`src/rtl/ahb2apb_bridge_multi_if.sv`:
```
// Bus bundle for the AHB-Lite to multi-slave APB bridge: AHB slave side plus APB master side.
// The bridge connects through 'slave'; the surrounding fabric and peripherals use 'master'.
interface ahb2apb_bridge_multi_if #(
  parameter int unsigned ADDR_W  = 32,
  parameter int unsigned DATA_W  = 32,
  parameter int unsigned NUM_SLV = 4
) ();

  // AHB-Lite
  logic                      hsels;
  logic [ADDR_W-1:0]         haddrs;
  logic                      hwrites;
  logic [1:0]                htranss;
  logic [2:0]                hsizes;
  logic [2:0]                hbursts;
  logic                      hreadys;
  logic [DATA_W-1:0]         hwdatas;
  logic                      hreadyouts;
  logic [1:0]                hresps;
  logic [DATA_W-1:0]         hrdatas;

  // APB
  logic [NUM_SLV-1:0]        psel;
  logic                      penable;
  logic [ADDR_W-1:0]         paddr;
  logic                      pwrite;
  logic [DATA_W-1:0]         pwdata;
  logic [NUM_SLV*DATA_W-1:0] prdata;
  logic [NUM_SLV-1:0]        pready;
  logic [NUM_SLV-1:0]        pslverr;

  modport slave (
    input  hsels, haddrs, hwrites, htranss, hsizes, hbursts, hreadys, hwdatas,
    output hreadyouts, hresps, hrdatas,
    output psel, penable, paddr, pwrite, pwdata,
    input  prdata, pready, pslverr
  );

  modport master (
    output hsels, haddrs, hwrites, htranss, hsizes, hbursts, hreadys, hwdatas,
    input  hreadyouts, hresps, hrdatas,
    input  psel, penable, paddr, pwrite, pwdata,
    output prdata, pready, pslverr
  );

endinterface

```
`src/rtl/ahb2apb_bridge_multi.sv`:
```
// AHB-Lite slave to multi-slave APB bridge. One APB transfer per AHB transfer; slave errors,
// unmapped addresses, oversize transfers and APB timeouts become a two-cycle AHB ERROR.
module ahb2apb_bridge_multi #(
  parameter int unsigned ADDR_W  = 32,
  parameter int unsigned DATA_W  = 32,
  parameter int unsigned NUM_SLV = 4,
  parameter int unsigned DEC_LSB = 12,
  parameter int unsigned DEC_W   = 4,
  parameter int unsigned TIMEOUT = 256
) (
  input logic                    clock,
  input logic                    reset,
  ahb2apb_bridge_multi_if.slave  bus
);

  localparam logic [2:0] ST_IDLE   = 3'd0;
  localparam logic [2:0] ST_WDAT   = 3'd1;
  localparam logic [2:0] ST_SETUP  = 3'd2;
  localparam logic [2:0] ST_ACCESS = 3'd3;
  localparam logic [2:0] ST_ERR1   = 3'd4;
  localparam logic [2:0] ST_ERR2   = 3'd5;

  localparam int unsigned MAX_SIZE = $clog2(DATA_W / 8);
  localparam int unsigned CNT_W    = (TIMEOUT == 0) ? 1 : $clog2(TIMEOUT + 1);

  logic [2:0]         r_state;
  logic [2:0]         w_state_nxt;
  logic [NUM_SLV-1:0] r_sel_oh;
  logic [ADDR_W-1:0]  r_paddr;
  logic               r_pwrite;
  logic [DATA_W-1:0]  r_pwdata;
  logic [DATA_W-1:0]  r_hrdata;
  logic [CNT_W-1:0]   r_cnt;

  logic [DEC_W-1:0]   w_idx;
  logic [NUM_SLV-1:0] w_dec_oh;
  logic               w_unmapped;
  logic               w_bad_size;
  logic               w_can_accept;
  logic               w_accept;
  logic               w_sel_ready;
  logic               w_sel_err;
  logic               w_timeout;
  logic [DATA_W-1:0]  w_sel_rdata;

  assign w_idx        = bus.haddrs[DEC_LSB +: DEC_W];
  assign w_bad_size   = (bus.hsizes > 3'(MAX_SIZE));
  assign w_can_accept = (r_state == ST_IDLE) || (r_state == ST_ERR2);
  assign w_accept     = w_can_accept && bus.hsels && bus.hreadys && bus.htranss[1];

  // Index values at or above NUM_SLV leave the one-hot empty and flag the address as unmapped.
  always_comb begin
    w_dec_oh   = '0;
    w_unmapped = 1'b1;
    for (int k = 0; k < NUM_SLV; k++) begin
      if (w_idx == DEC_W'(k)) begin
        w_dec_oh[k] = 1'b1;
        w_unmapped  = 1'b0;
      end
    end
  end

  assign w_sel_ready = |(bus.pready & r_sel_oh);
  assign w_sel_err   = |(bus.pslverr & r_sel_oh);
  assign w_timeout   = (TIMEOUT != 0) && (r_cnt == CNT_W'(TIMEOUT - 1));

  always_comb begin
    w_sel_rdata = '0;
    for (int k = 0; k < NUM_SLV; k++) begin
      if (r_sel_oh[k]) w_sel_rdata |= bus.prdata[k*DATA_W +: DATA_W];
    end
  end

  always_comb begin
    w_state_nxt = r_state;
    case (r_state)
      ST_IDLE, ST_ERR2: begin
        if (!w_accept)                     w_state_nxt = ST_IDLE;
        else if (w_unmapped || w_bad_size) w_state_nxt = ST_ERR1;
        else if (bus.hwrites)              w_state_nxt = ST_WDAT;
        else                               w_state_nxt = ST_SETUP;
      end
      ST_WDAT:  w_state_nxt = ST_SETUP;
      ST_SETUP: w_state_nxt = ST_ACCESS;
      ST_ACCESS: begin
        // A ready response on the last allowed cycle beats the timeout.
        if (w_sel_ready)    w_state_nxt = w_sel_err ? ST_ERR1 : ST_IDLE;
        else if (w_timeout) w_state_nxt = ST_ERR1;
      end
      ST_ERR1:  w_state_nxt = ST_ERR2;
      default:  w_state_nxt = ST_IDLE;
    endcase
  end

  always_ff @(posedge clock) begin
    if (!reset) begin
      r_state  <= ST_IDLE;
      r_sel_oh <= '0;
      r_paddr  <= '0;
      r_pwrite <= 1'b0;
      r_pwdata <= '0;
      r_hrdata <= '0;
      r_cnt    <= '0;
    end else begin
      r_state <= w_state_nxt;
      if (w_accept) begin
        r_paddr  <= bus.haddrs;
        r_pwrite <= bus.hwrites;
        r_sel_oh <= w_dec_oh;
      end
      if (r_state == ST_WDAT) r_pwdata <= bus.hwdatas;
      if (r_state == ST_SETUP) begin
        r_cnt <= '0;
      end else if ((r_state == ST_ACCESS) && !w_sel_ready) begin
        r_cnt <= r_cnt + CNT_W'(1);
      end
      if ((r_state == ST_ACCESS) && w_sel_ready && !w_sel_err && !r_pwrite) begin
        r_hrdata <= w_sel_rdata;
      end
    end
  end

  assign bus.hreadyouts = w_can_accept;
  assign bus.hresps     = {1'b0, (r_state == ST_ERR1) || (r_state == ST_ERR2)};
  assign bus.hrdatas    = r_hrdata;
  assign bus.psel       = ((r_state == ST_SETUP) || (r_state == ST_ACCESS)) ? r_sel_oh : '0;
  assign bus.penable    = (r_state == ST_ACCESS);
  assign bus.paddr      = r_paddr;
  assign bus.pwrite     = r_pwrite;
  assign bus.pwdata     = r_pwdata;

endmodule

```
`src/flat_wrapper.sv`:
```
// flat-port wrapper written by rule: the top's interface ports become plain ports
module ahb2apb_bridge_multi_flat 
#(
  parameter int unsigned ADDR_W  = 32,
  parameter int unsigned DATA_W  = 32,
  parameter int unsigned NUM_SLV = 4,
  parameter int unsigned DEC_LSB = 12,
  parameter int unsigned DEC_W   = 4,
  parameter int unsigned TIMEOUT = 256
)
  (clock, reset, bus_hsels, bus_haddrs, bus_hwrites, bus_htranss, bus_hsizes, bus_hbursts, bus_hreadys, bus_hwdatas, bus_hreadyouts, bus_hresps, bus_hrdatas, bus_psel, bus_penable, bus_paddr, bus_pwrite, bus_pwdata, bus_prdata, bus_pready, bus_pslverr);
  ahb2apb_bridge_multi_if #(.ADDR_W(ADDR_W), .DATA_W(DATA_W), .NUM_SLV(NUM_SLV)) bus_i ();
  input logic clock;
  input logic reset;
  input wire logic [$bits(bus_i.hsels)-1:0] bus_hsels;
  input wire logic [$bits(bus_i.haddrs)-1:0] bus_haddrs;
  input wire logic [$bits(bus_i.hwrites)-1:0] bus_hwrites;
  input wire logic [$bits(bus_i.htranss)-1:0] bus_htranss;
  input wire logic [$bits(bus_i.hsizes)-1:0] bus_hsizes;
  input wire logic [$bits(bus_i.hbursts)-1:0] bus_hbursts;
  input wire logic [$bits(bus_i.hreadys)-1:0] bus_hreadys;
  input wire logic [$bits(bus_i.hwdatas)-1:0] bus_hwdatas;
  output wire logic [$bits(bus_i.hreadyouts)-1:0] bus_hreadyouts;
  output wire logic [$bits(bus_i.hresps)-1:0] bus_hresps;
  output wire logic [$bits(bus_i.hrdatas)-1:0] bus_hrdatas;
  output wire logic [$bits(bus_i.psel)-1:0] bus_psel;
  output wire logic [$bits(bus_i.penable)-1:0] bus_penable;
  output wire logic [$bits(bus_i.paddr)-1:0] bus_paddr;
  output wire logic [$bits(bus_i.pwrite)-1:0] bus_pwrite;
  output wire logic [$bits(bus_i.pwdata)-1:0] bus_pwdata;
  input wire logic [$bits(bus_i.prdata)-1:0] bus_prdata;
  input wire logic [$bits(bus_i.pready)-1:0] bus_pready;
  input wire logic [$bits(bus_i.pslverr)-1:0] bus_pslverr;
  assign bus_i.hsels = bus_hsels;
  assign bus_i.haddrs = bus_haddrs;
  assign bus_i.hwrites = bus_hwrites;
  assign bus_i.htranss = bus_htranss;
  assign bus_i.hsizes = bus_hsizes;
  assign bus_i.hbursts = bus_hbursts;
  assign bus_i.hreadys = bus_hreadys;
  assign bus_i.hwdatas = bus_hwdatas;
  assign bus_hreadyouts = bus_i.hreadyouts;
  assign bus_hresps = bus_i.hresps;
  assign bus_hrdatas = bus_i.hrdatas;
  assign bus_psel = bus_i.psel;
  assign bus_penable = bus_i.penable;
  assign bus_paddr = bus_i.paddr;
  assign bus_pwrite = bus_i.pwrite;
  assign bus_pwdata = bus_i.pwdata;
  assign bus_i.prdata = bus_prdata;
  assign bus_i.pready = bus_pready;
  assign bus_i.pslverr = bus_pslverr;
  ahb2apb_bridge_multi #(.ADDR_W(ADDR_W), .DATA_W(DATA_W), .NUM_SLV(NUM_SLV), .DEC_LSB(DEC_LSB), .DEC_W(DEC_W), .TIMEOUT(TIMEOUT)) u_core (.clock(clock), .reset(reset), .bus(bus_i));
endmodule
```
`config.mk`:
```
export PLATFORM = sky130hd
export DESIGN_NAME = ahb2apb_bridge_multi_flat
export DESIGN_NICKNAME = d
export VERILOG_FILES = /design/src/rtl/ahb2apb_bridge_multi_if.sv /design/src/rtl/ahb2apb_bridge_multi.sv /design/src/flat_wrapper.sv
export SDC_FILE = /design/constraint.sdc
export NUM_CORES = 1
export LEC_CHECK = 0
export CAP_MARGIN = 20
export CORE_UTILIZATION = 25
export CTS_CLUSTER_DIAMETER = 80
export CTS_CLUSTER_SIZE = 14
export DETAILED_ROUTE_END_ITERATION = 16
export SYNTH_ARGS = -nofsm -noshare
export SYNTH_HDL_FRONTEND = slang
export SYNTH_SLANG_ARGS = --single-unit
```
`constraint.sdc`:
```
create_clock -name clock -period 2.2 [get_ports clock]
set_input_delay 0.22 -clock clock [delete_from_list [all_inputs] [get_ports clock]]
set_output_delay 0.22 -clock clock [all_outputs]
set_load 0.005 [all_outputs]
```
== Yosys cells after proc, flatten, opt, wreduce, memory -nomap -nowiden ==
Cells that the tools add are included.

* Output and inout port bits: 105
* Register bits: 113
* Logic and storage cells: 65

* $add $sub $neg: 1
* Reduce and logical (&&, ||, !) cells: 20
* Eq/ne operators: 10
* Muxes and demuxes: 20
* Bitwise logic cells: 6
* Order comparisons: 1

{| class="wikitable"
|+ Operators with widths
! kind !! number
|-
| two-way mux 32 bit || 4
|-
| bitwise OR 32 bit || 3
|-
| two-way mux 3 bit || 5
|-
| one-hot mux 3 bit (5 select lines) || 1
|-
| adder 9 x 1 -> 9 bit, second input constant || 1
|-
| equality test 9 x 8 -> 1 bit, second input constant || 1
|-
| bitwise AND 4 bit || 2
|-
| equality test 4 x 2 -> 1 bit, second input constant || 2
|-
| two-way mux 1 bit || 8
|-
| OR reduction 4 bit || 2
|-
| logical AND 1 bit || 7
|-
| equality test 3 x 2 -> 1 bit, second input constant || 2
|-
| equality test 3 bit, second input constant || 2
|-
| equality test 4 x 1 -> 1 bit, second input constant || 1
|-
| zero test 4 bit || 1
|-
| logical OR 1 bit || 4
|-
| two-way mux 4 bit || 1
|-
| OR reduction 2 bit || 2
|-
| equality test 3 x 1 -> 1 bit, second input constant || 1
|-
| greater-than comparator 3 x 2 -> 1 bit, second input constant || 1
|-
| zero test 1 bit || 3
|-
| zero test 3 bit || 1
|-
| != test 3 x 1 -> 1 bit, second input constant || 1
|-
| two-way mux 2 bit || 1
|-
| NOT 1 bit || 1
|}

== Logic depth before layout (Yosys ltp) ==
* Depth in word-level cells: 9
* Depth in mapped cells: 7
* Depth with buffers taken out: 7

== Worst setup path before layout ==
Ideal clock, no wire load.

* Path kind: flip-flop to flip-flop
* Start: reg u_core.r_sel_oh[0]
* End: reg u_core.r_hrdata[24] (netlist: u_core.bus.hrdatas[24])
* Data required time: 2,084 ps
* Cell stages (with the launch flop): 7
* Arrival: 1,594 ps
* Slack: 489 ps
* Buffers on the path: 2
* Path through: dfxtp_1 -> buf_2 -> a22oi_1 -> a2111oi_4 -> buf_2 -> nand3_1 -> o211a_1

* Word-level cells in the longest chain between the ends: 7

{| class="wikitable"
|+ Ends and longest elaborated chain
! what !! line !! text
|-
| start, declared || ahb2apb_bridge_multi.sv:28 || <nowiki>logic [NUM_SLV-1:0] r_sel_oh;</nowiki>
|-
| start signal, assigned || ahb2apb_bridge_multi.sv:109 || <nowiki>r_sel_oh <= w_dec_oh;</nowiki>
|-
| two-way mux 32 bit || ahb2apb_bridge_multi.sv:70 || <nowiki>if (r_sel_oh[k]) w_sel_rdata |= bus.prdata[k*DATA_W +: DATA_W];</nowiki>
|-
| bitwise OR 32 bit || ahb2apb_bridge_multi.sv:70 ||
|-
| two-way mux 32 bit || ahb2apb_bridge_multi.sv:70 ||
|-
| bitwise OR 32 bit || ahb2apb_bridge_multi.sv:70 ||
|-
| two-way mux 32 bit || ahb2apb_bridge_multi.sv:70 ||
|-
| bitwise OR 32 bit || ahb2apb_bridge_multi.sv:70 ||
|-
| two-way mux 32 bit || ahb2apb_bridge_multi.sv:70 ||
|-
| end signal, assigned || ahb2apb_bridge_multi.sv:118 || <nowiki>r_hrdata <= w_sel_rdata;</nowiki>
|-
| end, declared || ahb2apb_bridge_multi.sv:32 || <nowiki>logic [DATA_W-1:0] r_hrdata;</nowiki>
|}

Several ways; a longest one is shown, not always the timed one.
A chain may end at the register's enable or synchronous reset.

== Final worst setup path ==
* Start: reg u_core.r_sel_oh[1]
* End: out bus_psel[1]

* Word-level cells in the longest chain between the ends: 1

{| class="wikitable"
|+ Ends and longest elaborated chain
! what !! line !! text
|-
| two-way mux 4 bit || ahb2apb_bridge_multi.sv:126 || <nowiki>assign bus.psel = ((r_state == ST_SETUP) || (r_state == ST_ACCESS)) ? r_sel_oh : '0;</nowiki>
|-
| end, declared || flat_wrapper.sv:26 || <nowiki>output wire logic [$bits(bus_i.psel)-1:0] bus_psel;</nowiki>
|}

Every way passes these cells.

==> run_results.csv <==
group,metric,value,unit
floorplan,die_area,20620,sq um
synth,ys.flop_type,"dfxtp_1",
final_layout,instances_no_fill,1160,
final_layout,n_antenna_cell,0,
timing,hold_slack,0.1882,ns
routing,ant_nets,0,
power,pwr-share-clk,51.5,%
flow_run,maxCapViolations,0,
floorplan,initial_core_util,25.59,%
power,p_leak,3.470,nW
routing,drt_iter0_markers,213,
worst_setup_path,reg2reg_setup_slack,0.36,ns
placed_design,placed_cells,1129,
synth,synth-async-reset-ratio,0,%
routing,num_vias,5318,
min_path,min_path_cells,2,
global_route,grt_antenna_before_repair,0,
worst_setup_path,critPathKind,"flip-flop to primary output",
clocking,cts_tree,"yes",
synth,synth_area_leaders,"dfxtp_1 (45%), nand2_1 (11%), a21boi_0 (10%)",
timing,period_needed,2.091,ns
synth,avgSynthCellArea,8.644,sq um
placed_design,dp_hpwl,13730,um
timing,grt_setup_unrepaired,"no",
power,internal_power,4.689,mW
worst_setup_path,cp.required,1.98,ns
synth,synth_warnings,0,
power,combPwrFrac,12.3,%
routing,first_pass_iters,5,
final_layout,areaGrowthSynthToFinish,81.38,%
clocking,root_buffer,"clkbuf_16",
synth,synth_edf_count,0,
power,p_switching,1.229,mW
power,swShare,20.77,%
synth,ys_ff_latch,113,
synth,ys_seq_area_share,45.12,%
final_layout,drive_above_1_share,6.704,%
global_route,first_global_vias,5128,
worst_setup_path,start_kind,"flip-flop",
floorplan,die_w,143.6,um
worst_setup_path,critPathMaxFanout,28,
final_layout,num-nets-final,1098,
placed_design,port-buffer-count,312,
timing,slew-limit-headroom,51.42,%
clocking,clk_pin_slew,0.05,ns
worst_setup_path,endpoint_kind,"primary output",
routing,wl_per_cell,16.11,um
timing,setup_viol,0,
clocking,ctsHtreeMaxLevel,4,
worst_setup_path,r2r-end,"u_core.bus.hrdatas[3]",
timing,fin_skew,0.007982,ns
timing,fin_tns_setup,0,ns
global_route,grt_max_degree,65,
placed_design,dp_slack,0.1724,ns
placed_design,finalWeightedCongestion,0.7863,
routing,drt-total-wl,18690,um
floorplan,io_pins,318,
synth,netlist_area,5014,sq um
timing,finalCritPeriodShare,95.04,%
synth,synth_fp_nets,795,
clocking,cts_hold_buf,0,
power,ir_worst_vdd,0.4491,mV
global_route,overflow,0,
synth,synth_top_cell_area_share,45.12,%
placed_design,placed_area,8441,sq um
outcome,status,"finished clean",
routing,viasPerCell,4.584,
floorplan,rows,51,
clocking,clk_latency,0.40,ns
timing,timing.final.ws_setup,0.1092,ns
global_route,grt_usage,17.81,%
floorplan,fp.dieH,143.6,um
min_path,worstHoldStart,"reset",
synth,synth.largest_area_cell,"dfxtp_1",
clocking,cts_made_buffers,17,
timing,hold_viol,0,
clocking,clock-sinks,113,
worst_setup_path,critPathArrivalTime,1.87,ns
synth,syn_inst,580,
min_path,hold_class,"input pin to flip-flop",
timing,tightestPinTransition,0.7103,ns
synth,synthDistinctLibCells,43,
worst_setup_path,rr_worst_depth,6,
timing,final-max-slew-violation-count,0,
final_layout,fillers,1942,
final_layout,stdcell_area,9094,sq um
clocking,cts_buffer_depth,2,
power,power_density,650.8,nW/um^2
power,power.share.sequential,36.2,%
min_path,whs_endpoint,"u_core.bus.pwdata[5]",
worst_setup_path,reg2reg_from,"u_core.r_sel_oh[2]",
routing,drc,0,
global_route,grt_pass1_wl,27750,um
timing,max_freq,478.3,MHz
floorplan,core,19590,sq um
[synthesized netlist by cell type (all sizes together), types with 4 or more instances]
master / number
a21boi: 70
nor2: 10
a22oi: 66
dfxtp: 113
nor2b: 5
nand2: 141
buf: 20
nand3: 37
clkbuf: 32
o211a: 32
a21oi: 4
and2: 6
[metrics by stage]
stage          util [%]  power [mW]
2_1_floorplan         -       2.362
3_3_place_gp      43.09       2.913
3_5_place_dp      43.09       2.915
4_1_cts           46.42       6.026
5_1_grt           46.42       6.184
6_report          46.42       5.918
[worst max-delay path by stage]
stage | start | endpoint | slack [ns] | depth (start not counted)
finish | u_core.r_sel_oh[1] | bus_psel[1] | 0.11 | 3
global route | u_core.r_sel_oh[1] | bus_psel[1] | 0.01 | 3
CTS | u_core.r_sel_oh[1] | bus_psel[1] | 0.06 | 3
detailed placement | bus_haddrs[14] | u_core.r_state[2] | 0.17 | 5
global placement | bus_haddrs[14] | u_core.r_state[2] | 0.20 | 5
floorplan | u_core.r_sel_oh[0] | u_core.bus.hrdatas[24] | 0.49 | 6
[flip-flops by register name, summed over array words and instances, names as in the netlist]
signal              cells
u_core.bus.hrdatas     32
u_core.bus.paddr       32
u_core.bus.pwdata      32
u_core.r_cnt            9
u_core.r_sel_oh         4
u_core.r_state          3
u_core.bus.pwrite       1
[placed cells by master, fill, tap and decap left out, types with 6 or more instances in the layout]
cell type        instances
dfxtp_1                112
buf_4                   23
nand3_1                 36
o211a_1                 32
a22oi_1                 66
nand2_1                141
clkdlybuf4s50_1        311
clkbuf_16               17
a21boi_0                70
and2_1                   6
nor2_1                  10
[worst max-delay path, stage by stage, from the launching register on]
cell             delay (ns)
dfxtp_1                0.43
buf_4                  0.36
and2_1                 0.18
clkdlybuf4s50_1        0.51
[cells by family after synthesis]
kind of cell	synth area share [%]
other	0.07480
multiplexers	0.1997
buffers and inverters	4.517
flip-flops	45.12
AO/OA/AOI/OAI	30.07
adder cells (fa/ha/maj)	0.4990
XOR/XNOR	0.6989
AND/OR/NAND/NOR	18.82
[cell type report]
cell class	instances	area, sq um	area share, %
tap	265	331.6	3.646
multi-input combinational	412	2525	27.77
inverter	3	11.26	0.1238
timing repair buffer	336	3311	36.41
sequential	113	2263	24.89
clock buffer	21	470.5	5.173
clock inverter	10	181.4	1.995
[metal layers]
layer | track usage [%] | part of all wire (%) | wire length [um] | vias to the layer above
met3 | 6.231 | 6.7 | 1258 | 18
li1 | - | - | - | 2672
met2 | 29.18 | 48 | 9035 | 173
met4 | 5.431 | 1.6 | 295 | 0
met1 | 21.79 | 43 | 8102 | 2455
met5 | 0 | 0 | 0 | -
[power groups by stage]
| stage | Combinational (mW) | Clock [mW] | Sequential, mW |
|---|---|---|---|
| CTS | 0.737 | 3.15 | 2.14 |
| global route | 0.789 | 3.25 | 2.15 |
| finish | 0.727 | 3.05 | 2.14 |
| detailed placement | 0.732 | 0 | 2.18 |
| global placement | 0.732 | 0 | 2.18 |
| floorplan | 0.185 | 0 | 2.18 |
[timing repair]
item                                   CTS  global route
gates resized for setup                  1             1
setup endpoints to repair                1             1
endpoints found under the hold margin    0             0
setup buffers                            0             0
(Power assumes the default switching activity.)
